### config.mk
export PLATFORM = sky130hd
export DESIGN_NAME = mem_stage
export DESIGN_NICKNAME = d
export VERILOG_FILES = /design/src/rtl/mem_stage.sv
export SDC_FILE = /design/constraint.sdc
export NUM_CORES = 1
export LEC_CHECK = 0
export ABC_AREA = 1
export CORE_MARGIN = 2
export CORE_UTILIZATION = 40
export CTS_BUF_LIST = sky130_fd_sc_hd__clkbuf_8 sky130_fd_sc_hd__clkbuf_16
export CTS_CLUSTER_SIZE = 40
export DETAILED_ROUTE_END_ITERATION = 8
export PLACE_DENSITY = 0.72
export SYNTH_ARGS = -nofsm -noshare
export SYNTH_HDL_FRONTEND = slang
export SYNTH_SLANG_ARGS = --single-unit
### constraint.sdc
create_clock -name clk -period 2.1 [get_ports clk]
set_clock_uncertainty 0.05 [all_clocks]
set_input_delay 0.525 -clock clk [delete_from_list [all_inputs] [get_ports clk]]
set_output_delay 0.525 -clock clk [all_outputs]
set_load 0.005 [all_outputs]
### src/rtl/mem_stage.sv
// mem_stage: RVGA memory-access stage (loads/stores over a req/ack port, registered writeback record).
// Optional feature macro: MEM_MISALIGN_TRAP_EN (trap misaligned half/word accesses instead of issuing them).
module mem_stage #(
    parameter int XLEN = 32,
    parameter int REGW = 5
) (
    input  logic            clk,
    input  logic            rst_n,
    input  logic            in_valid,
    output logic            in_ready,
    input  logic [XLEN-1:0] alu_f,
    input  logic [XLEN-1:0] store_data,
    input  logic [REGW-1:0] rd,
    input  logic [3:0]      mem_op,
    output logic            dmem_req,
    output logic            dmem_we,
    output logic [XLEN-1:0] dmem_addr,
    output logic [3:0]      dmem_be,
    output logic [XLEN-1:0] dmem_wdata,
    input  logic [XLEN-1:0] dmem_rdata,
    input  logic            dmem_ack,
    output logic            out_valid,
    input  logic            out_ready,
    output logic [XLEN-1:0] out_data,
    output logic [REGW-1:0] out_rd,
    output logic            out_we,
    output logic            out_misalign
);

    typedef enum logic {IDLE, MEM_WAIT} state_t;
    typedef enum logic [1:0] {SZ_B, SZ_H, SZ_W} size_t;

    state_t state, next_state;

    logic            op_load, op_store, op_unsigned, op_misalign, op_mem_go, accept;
    size_t           op_size;
    logic [3:0]      op_be;
    logic [XLEN-1:0] op_wdata;

    logic            lat_load, lat_unsigned;
    size_t           lat_size;
    logic [1:0]      lat_lo;
    logic [REGW-1:0] lat_rd;

    logic [7:0]      lane_byte;
    logic [15:0]     lane_half;
    logic [XLEN-1:0] load_val;

    assign in_ready = rst_n && (state == IDLE) && (!out_valid || out_ready);
    assign accept   = in_valid && in_ready;

    always_comb begin
        op_load     = 1'b0;
        op_store    = 1'b0;
        op_unsigned = 1'b0;
        op_size     = SZ_W;
        case (mem_op)
            4'd1: begin op_load = 1'b1;  op_size = SZ_B; end
            4'd2: begin op_load = 1'b1;  op_size = SZ_H; end
            4'd3: begin op_load = 1'b1;  op_size = SZ_W; end
            4'd4: begin op_load = 1'b1;  op_size = SZ_B; op_unsigned = 1'b1; end
            4'd5: begin op_load = 1'b1;  op_size = SZ_H; op_unsigned = 1'b1; end
            4'd6: begin op_store = 1'b1; op_size = SZ_B; end
            4'd7: begin op_store = 1'b1; op_size = SZ_H; end
            4'd8: begin op_store = 1'b1; op_size = SZ_W; end
            default: ;
        endcase
    end

    always_comb begin
        op_be    = 4'b1111;
        op_wdata = store_data;
        case (op_size)
            SZ_B: begin
                op_be    = 4'b0001 << alu_f[1:0];
                op_wdata = {4{store_data[7:0]}};
            end
            SZ_H: begin
                op_be    = alu_f[1] ? 4'b1100 : 4'b0011;
                op_wdata = {2{store_data[15:0]}};
            end
            default: ;
        endcase
        if (!op_store)
            op_wdata = '0;
    end

`ifdef MEM_MISALIGN_TRAP_EN
    assign op_misalign = (op_load || op_store) &&
                         (((op_size == SZ_H) && alu_f[0]) ||
                          ((op_size == SZ_W) && (alu_f[1:0] != 2'b00)));
`else
    assign op_misalign = 1'b0;
`endif

    assign op_mem_go = (op_load || op_store) && !op_misalign;

    always_ff @(posedge clk or negedge rst_n) begin
        if (!rst_n)
            state <= IDLE;
        else
            state <= next_state;
    end

    always_comb begin
        next_state = state;
        case (state)
            IDLE:     if (accept && op_mem_go) next_state = MEM_WAIT;
            MEM_WAIT: if (dmem_ack)            next_state = IDLE;
            default:  next_state = IDLE;
        endcase
    end

    // Lane steering uses the address low bits latched at issue time.
    always_comb begin
        lane_byte = dmem_rdata[7:0];
        case (lat_lo)
            2'd1:    lane_byte = dmem_rdata[15:8];
            2'd2:    lane_byte = dmem_rdata[23:16];
            2'd3:    lane_byte = dmem_rdata[31:24];
            default: ;
        endcase
        lane_half = lat_lo[1] ? dmem_rdata[31:16] : dmem_rdata[15:0];
        case (lat_size)
            SZ_B:    load_val = lat_unsigned ? {24'b0, lane_byte} : {{24{lane_byte[7]}}, lane_byte};
            SZ_H:    load_val = lat_unsigned ? {16'b0, lane_half} : {{16{lane_half[15]}}, lane_half};
            default: load_val = dmem_rdata;
        endcase
    end

    always_ff @(posedge clk or negedge rst_n) begin
        if (!rst_n) begin
            dmem_req     <= 1'b0;
            dmem_we      <= 1'b0;
            dmem_addr    <= '0;
            dmem_be      <= 4'b0;
            dmem_wdata   <= '0;
            lat_load     <= 1'b0;
            lat_unsigned <= 1'b0;
            lat_size     <= SZ_B;
            lat_lo       <= 2'b0;
            lat_rd       <= '0;
            out_valid    <= 1'b0;
            out_data     <= '0;
            out_rd       <= '0;
            out_we       <= 1'b0;
            out_misalign <= 1'b0;
        end else if (accept) begin
            if (op_mem_go) begin
                dmem_req     <= 1'b1;
                dmem_we      <= op_store;
                dmem_addr    <= {alu_f[XLEN-1:2], 2'b00};
                dmem_be      <= op_be;
                dmem_wdata   <= op_wdata;
                lat_load     <= op_load;
                lat_unsigned <= op_unsigned;
                lat_size     <= op_size;
                lat_lo       <= alu_f[1:0];
                lat_rd       <= rd;
                out_valid    <= 1'b0;
                out_misalign <= 1'b0;
            end else begin
                out_valid    <= 1'b1;
                out_data     <= alu_f;
                out_rd       <= rd;
                out_we       <= !op_misalign && (rd != '0);
                out_misalign <= op_misalign;
            end
        end else if (state == MEM_WAIT && dmem_ack) begin
            dmem_req     <= 1'b0;
            dmem_we      <= 1'b0;
            out_valid    <= 1'b1;
            out_data     <= lat_load ? load_val : '0;
            out_rd       <= lat_rd;
            out_we       <= lat_load && (lat_rd != '0);
            out_misalign <= 1'b0;
        end else if (out_valid && out_ready) begin
            out_valid    <= 1'b0;
            out_misalign <= 1'b0;
        end
    end

endmodule

* After elaboration in Yosys (flattened, before gate mapping)
Index checks and enable logic that the tools add are counted.
** Word-level totals
- Register bits after elaboration :: 120
- Bits of input ports :: 110
** Operators by class
- Equality and inequality tests :: 15
- Shifts and indexed selects :: 1
- Mux-type cells :: 37
- Bitwise logic cells :: 1
- Reductions and logical operators :: 24
** Operator list (count)
- $mux W32 :: 7
- $pmux W32 S2 :: 2
- $pmux W8 S3 :: 1
- $mux W1 :: 19
- $eq A4 B3 Y1 const B :: 4
- $mux W16 :: 1
- $mux W5 :: 3
- $reduce_bool A5 Y1 :: 2
- $reduce_or A3 Y1 :: 3
- $eq A4 B2 Y1 const B :: 2
- $pmux W4 S2 :: 1
- $logic_and A1 B1 Y1 :: 7
- $eq A2 B1 Y1 const B :: 3
- $reduce_and A2 Y1 :: 3
- $reduce_or A5 Y1 :: 1
- $eq A2 B2 Y1 const B :: 2
- $eq A4 B1 Y1 const B :: 1
- $eq A4 B4 Y1 const B :: 1
- $logic_not A2 Y1 :: 2
- $mux W4 :: 1
- $ne A2 B2 Y1 const B :: 2
- $pmux W2 S2 :: 1
- $shl A1 B2 Y4 const A :: 1
- $reduce_bool A3 Y1 :: 1
- other kinds (6) :: 7

* Longest topological paths before layout
Gate-level depths: netlist of run 1.
- Word-level depth :: 7
- Gate-level depth with buffers :: 11
- Mapped depth without buffers :: 9

* Worst setup path before layout of run 1
Ideal clock, no wire load.
- Kind :: input port to flip-flop
- Start point :: input port rst_n
- End point :: register out_data[25]
- Library setup time :: 0.120 ns
- Arrival :: 1.476 ns
- Required time :: 1.930 ns
- Slack :: 0.454 ns
- Cell stages on the path :: 11
- Path buffers :: 2
- Cells stage by stage :: inv_1 > nor2_2 > nand3_2 > inv_2 > nand2_2 > buf_6 > nand3_4 > inv_4 > buf_6 > nor2_1 > a21oi_2
** On the way
- Cells in the longest elaborated chain, start to end :: 5
- Elaborated cells on any way between the ends :: 7
** Ends and longest elaborated chain
- start: declaration :: RTL line 8 : input logic rst_n,
- $logic_and A1 B1 Y1 * (2 in series) :: RTL line 49 : assign in_ready = rst_n && (state == IDLE) && (!out_valid || out_ready);
- $logic_and A1 B1 Y1 * :: RTL line 50 : assign accept = in_valid && in_ready;
- $ne A2 B2 Y1 (no source line) / $reduce_bool A2 Y1 (equally long branches)
- $reduce_and A2 Y1 (no source line)
- end signal: assignment :: RTL line 164 : out_data <= alu_f;
- end signal: assignment :: RTL line 173 : out_data <= lat_load ? load_val : '0;
- end: declaration :: RTL line 24 : output logic [XLEN-1:0] out_data,
Every way passes the cells marked *; elsewhere a longest branch is shown, timed or not.
A chain may end at the register's enable or synchronous reset.

* Worst setup path in the final report of run 1
- Start point :: input port out_ready
- End point :: output port in_ready
** On the way
- Cells in the longest elaborated chain, start to end :: 2
** Ends and longest elaborated chain
- start: declaration :: RTL line 23 : input logic out_ready,
- $logic_or A1 B1 Y1 :: RTL line 49
- $logic_and A1 B1 Y1 :: RTL line 49
- end: declaration :: RTL line 10 : output logic in_ready,
No other way between the ends.

==> metrics.cfg, run 1 <==
[worst_setup_path]
required_ps=1520
r2r_start=lat_lo[1]
reg2reg_depth=9
rrSetupSlack_ps=290
crit_fanout=2
worstReg2RegEnd=out_data[0]
startpoint=out_ready
crit_end=in_ready
worstPathArrival_ps=1410
endpoint_kind=primary output
critPathKind=input pin to primary output
worstSetupStartpointType=input pin

[drt]
initialDrtViolationCount=355
ant_nets=0
drc_errors=0
routed_via_density=4.729
totalWireLength_um=19290
vias=6224
avgRoutedWirePerCell_um=14.66
drtPass1Iterations=5

[run]
maxCapViolCount=0

[global_route]
grt_pass1_vias=5715
antenna_found_initial=0
grt_max_degree=120
grt_first_pass_wirelength_um=30070
grt_overflow=0
globalRouteTotalUtil=0.2317

[yosys]
synth.most_common_cell=nand2_1
ys_seq_area_frac=0.4677
avgSynthCellArea_um2=7.413
yosysWarnings=0
async_flop_share=1.000
yosys.area.top_type=dfrtp_1
postSynthCellCount=859
ys_ff_latch=119
synth_area_um2=6367
synth_common_cells=261 x nand2_1, 119 x dfrtp_1, 111 x inv_1
synth_edf_count=0
synth_cell_types=33
synthFlopType=dfrtp_1
synth_top_area_share=0.4677
ys_top_cells_by_area=dfrtp_1 47%, nand2_1 15%, inv_1 6.5%

[clock_network]
path_clk_slew_ps=60
clock_path_buffers=2
cts_setup_buffers=0
htreeDepth=4
cts_tree=built
clock_latency_ps=420
numCtsBuffers=17
cts.sink_count=119
cts_root_buf=clkbuf_16

[timing]
hold_viol=0
setup_ws_ps=113.9
finalSetupViolCount=0
relSlewSlack=0.5684
rsz0062_at_grt=no
tightest_slew_ps=647.4
fmax_mhz=503.5
whs_ps=206.7
min_period_over_period=0.9457
slew_viol_final=0
fin_crit_ps=1986
setup_tns_ps=0

[floorplanning]
coreArea_um2=15710
dieArea_um2=16940
io_pins=221
dieWidth_um=130.2
fp.dieH_um=130.2
rows=46
initial_core_util=0.4052

[final_layout]
areaGrowthSynthToFinish_pct=47.91
n_antenna_cell=0
drive_gt1_frac=0.1091
fillers=1439
fin_util=0.5994
final_nets=1198

[place]
preCtsSetupSlack_ps=-266.6
routabilityCongestion=0.8924
portBuffers=217
dp_hpwl_um=14470

[power]
ir_drop_mv=0.5796
power-per-cell-area_nw_per_um2=1328
p_leak_nw=4.676

[worst_hold_path]
worstHoldPathType=input pin to async pin

[status]
status=complete, no violations

==> state kept, by name, summed over array words and instances (netlist names) <==
name	cells
dmem_wdata	32
out_data	32
dmem_addr	30
lat_rd	5
out_rd	5
dmem_be	4
lat_lo	2
lat_size	2
dmem_req	1
dmem_we	1
lat_load	1
lat_unsigned	1
out_valid	1
out_we	1
state	1
==> power by group <==
part / internal [mW] / total [mW] / switching, mW / leakage (nW)
logic: 3.03 / 5.83 / 2.80 / 2.92
registers: 3.35 / 4.00 / 0.655 / 1.48
clock network: 1.65 / 2.68 / 1.02 / 0.274
total: 8.03 / 12.5 / 4.47 / 4.68
==> metrics by stage <==
| step | std cells | power (mW) | area [µm²] |
|---|---|---|---|
| detailed placement | 1285 | 9.891 | 8877 |
| global placement | 1285 | 9.786 | 8877 |
| finish | 1316 | 12.50 | 9418 |
| CTS | 1316 | 12.63 | 9418 |
| floorplan | 861 | 6.899 | 6375 |
| global route | 1316 | 13.43 | 9418 |
==> cell type report <==
| cell class | instances | area [µm²] | area share |
|---|---|---|---|
| Inverter | 117 | 441.7 | 0.04690 |
| Tap cell | 216 | 270.3 | 0.02870 |
| Clock inverter | 12 | 88.84 | 0.009433 |
| Sequential cell | 119 | 2978 | 0.3162 |
| Timing Repair Buffer | 252 | 2531 | 0.2688 |
| Clock buffer | 19 | 452.9 | 0.04809 |
| Multi-Input combinational cell | 581 | 2655 | 0.2819 |
==> layout by cell type, fill, tap and decap left out, types with 3 or more instances in the layout <==
cell type        count
nand3_4              3
clkdlybuf4s50_1    215
dfrtp_1            119
a21oi_1             27
inv_1              114
clkbuf_16           17
a21oi_2             18
nor2_2              13
clkinv_2             5
nand2_2              4
nand3_1             42
conb_1               3
buf_4               28
nor2_1              94
inv_2                4
o211ai_1             7
nand2_1            261
clkinvlp_4           3
buf_12               8
o21ai_0             83
or2_2                7
o21ai_1              9
==> worst min path at each step <==
stage	from	endpoint	slack, ps	depth (start not counted)
5_1_grt	rst_n	out_data[24]	260	2
3_3_place_gp	dmem_addr[7]	dmem_addr[7]	410	2
2_1_floorplan	rst_n	dmem_addr[10]	180	0
3_5_place_dp	dmem_addr[7]	dmem_addr[7]	410	2
6_report	rst_n	dmem_addr[29]	210	2
4_1_cts	rst_n	dmem_addr[30]	220	2
==> metal layers <==
layer  track usage  vias to the layer above  share of wire
met5             0                        -              0
met4       0.07021                        0          0.021
met3       0.07954                       26          0.099
met2        0.3637                      238           0.45
met1        0.3041                     2846           0.43
li1              -                     3114              -
==> worst max-delay path, stage by stage <==
cell and delay [ps]:
clkdlybuf4s50_1 460, inv_1 40, nand2_1 70, nand2_1 50, inv_1 40, dlygate4sd2_1 230
==> timing repair <==
action	in CTS	in global routing
hold buffers	0	0
gates resized for setup	1	0
endpoints found under the hold margin	0	0
endpoints found under the setup margin	1	0
==> kinds of logic (layout without fill, tap and decap cells) <==
group / after synthesis / in the layout / synth area share
buf+inv: 161 / 400 / 0.1165
simple gates: 428 / 428 / 0.2802
compound gates: 150 / 150 / 0.1350
other cells: 1 / 3 / 0.0005889
flops: 119 / 119 / 0.4677
Power figures use the tool's default switching activity.
==> inputs of run 2 (changes only) <==
- MAX_ROUTING_LAYER: default -> met4
- clock period: 2.1 -> 1.9 ns (I/O delays scaled with it)
==> run 2 against run 1 <==
Total power is 13% higher; first-iteration DRC count is 14% higher; count of clock-buffer cells in the layout up 3; via count increased by 0.47%; cell area is 1.3% higher; critical path type is now flip-flop to primary output; critical endpoint is now out_data[5].
==> metrics.cfg, run 2 (synthesized netlist as in run 1, its figures left out) <==
[status]
status=complete, no violations

[clock_network]
cts_root_buf=clkbuf_16
clock_latency_ps=410
path_clk_slew_ps=50
htreeDepth=4
clock_path_buffers=2
cts.sink_count=119
numCtsBuffers=17
cts_setup_buffers=0
cts_tree=built

[final_layout]
final_common_cell=nand2_1
reg_top3=dmem_wdata (32), out_data (32), dmem_addr (30)
drive_gt1_frac=0.1158
n_antenna_cell=0
fillers=1421
final_nets=1207
fin_area_um2=9538
final_cell_mix=260 x nand2_1, 214 x clkdlybuf4s50_1, 119 x dfrtp_1, 112 x inv_1, 94 x nor2_1
areaGrowthSynthToFinish_pct=49.79

[worst_setup_path]
crit_slowest_cell=clkdlybuf4s50_1
worstPathArrival_ps=1330
path_cells=clkdlybuf4s50_1
reg2reg_depth=8
worstSetupStartpointType=flip-flop
path_depth=1
crit_family=buffers and inverters
r2r_start=state
required_ps=1370
rrSetupSlack_ps=250
max_stage_delay_ps=580
crit_end=out_data[5]
endpoint_kind=primary output
cp_num_buf_inv=1
worstReg2RegEnd=out_data[17]
crit_fanout=2
critPathKind=flip-flop to primary output
startpoint=out_data[5]

[global_route]
globalRouteTotalUtil=0.2418
grt_max_degree=105
grt_first_pass_wirelength_um=30470
antenna_found_initial=0
grt_pass1_vias=5873
grt_overflow=0

[timing]
tightest_slew_ps=581.7
rsz0062_at_grt=no
finalSetupViolCount=0
fin_crit_ps=1855
fmax_mhz=539.1
setup_tns_ps=0
slew_viol_final=0
min_period_over_period=0.9762
relSlewSlack=0.6122
hold_viol=0
whs_ps=421.0
setup_ws_ps=45.16

[floorplanning]
coreArea_um2=15710
dieWidth_um=130.2
initial_core_util=0.4052
fp.dieH_um=130.2
rows=46
dieArea_um2=16940
io_pins=221

[power]
p_leak_nw=4.758
finalPower_mw=14.14
power-per-cell-area_nw_per_um2=1483
ir_drop_mv=0.6730

[run]
maxCapViolCount=0

[place]
dpl_cell_area_um2=8950
portBuffers=217
dp_hpwl_um=14510
preCtsSetupSlack_ps=-360.6
routabilityCongestion=0.9181

[drt]
avgRoutedWirePerCell_um=14.93
drtPass1Iterations=5
initialDrtViolationCount=406
vias=6253
totalWireLength_um=19720
routed_via_density=4.734
drc_errors=0
ant_nets=0

[worst_hold_path]
hold_depth=2
worstHoldPathType=flip-flop to flip-flop

-- run 2: metrics by stage --
| stage | cells | utilization |
|---|---|---|
| after global placement | 1293 | 0.5696 |
| final | 1321 | 0.6070 |
| after floorplan | 861 | - |
| after detailed placement | 1293 | 0.5696 |
| after global routing | 1321 | 0.6070 |
| after CTS | 1321 | 0.6065 |
-- run 2: worst min-delay path by stage --
| stage | from | endpoint |
|---|---|---|
| 3_5_place_dp | dmem_wdata[10] | dmem_wdata[10] |
| 4_1_cts | dmem_addr[7] | dmem_addr[7] |
| 5_1_grt | dmem_be[1] | dmem_be[1] |
| 6_report | dmem_addr[7] | dmem_addr[7] |
| 3_3_place_gp | dmem_addr[7] | dmem_addr[7] |
| 2_1_floorplan | rst_n | dmem_addr[10] |
-- run 2: report_power, final --
group | internal, mW | total, mW | leakage, nW | switching [mW]
clock | 2.06 | 3.14 | 0.287 | 1.08
sequential | 3.70 | 4.41 | 1.48 | 0.706
combinational | 3.46 | 6.60 | 2.99 | 3.13
total | 9.22 | 14.1 | 4.76 | 4.92
-- run 2: final cells by class --
cell class / count / area [µm²] / area share
Inverter: 117 / 446.7 / 0.04683
Sequential cell: 119 / 2978 / 0.3122
Timing Repair Buffer: 261 / 2613 / 0.2739
Multi-Input combinational cell: 581 / 2663 / 0.2792
Clock buffer: 22 / 494.2 / 0.05182
Clock inverter: 5 / 73.82 / 0.007740
Tap cell: 216 / 270.3 / 0.02834
-- run 2: timing repair --
item	CTS	global route
hold buffers	1	0
endpoints found under the hold margin	15	0
pin swaps	0	1
setup endpoints to repair	1	40
resized for setup	2	8
-- run 2: metal layers --
metal	global-route usage	share of wire
met1	0.3062	0.44
met2	0.3850	0.47
met3	0.06929	0.080
met4	0.05756	0.013
met5	-	0
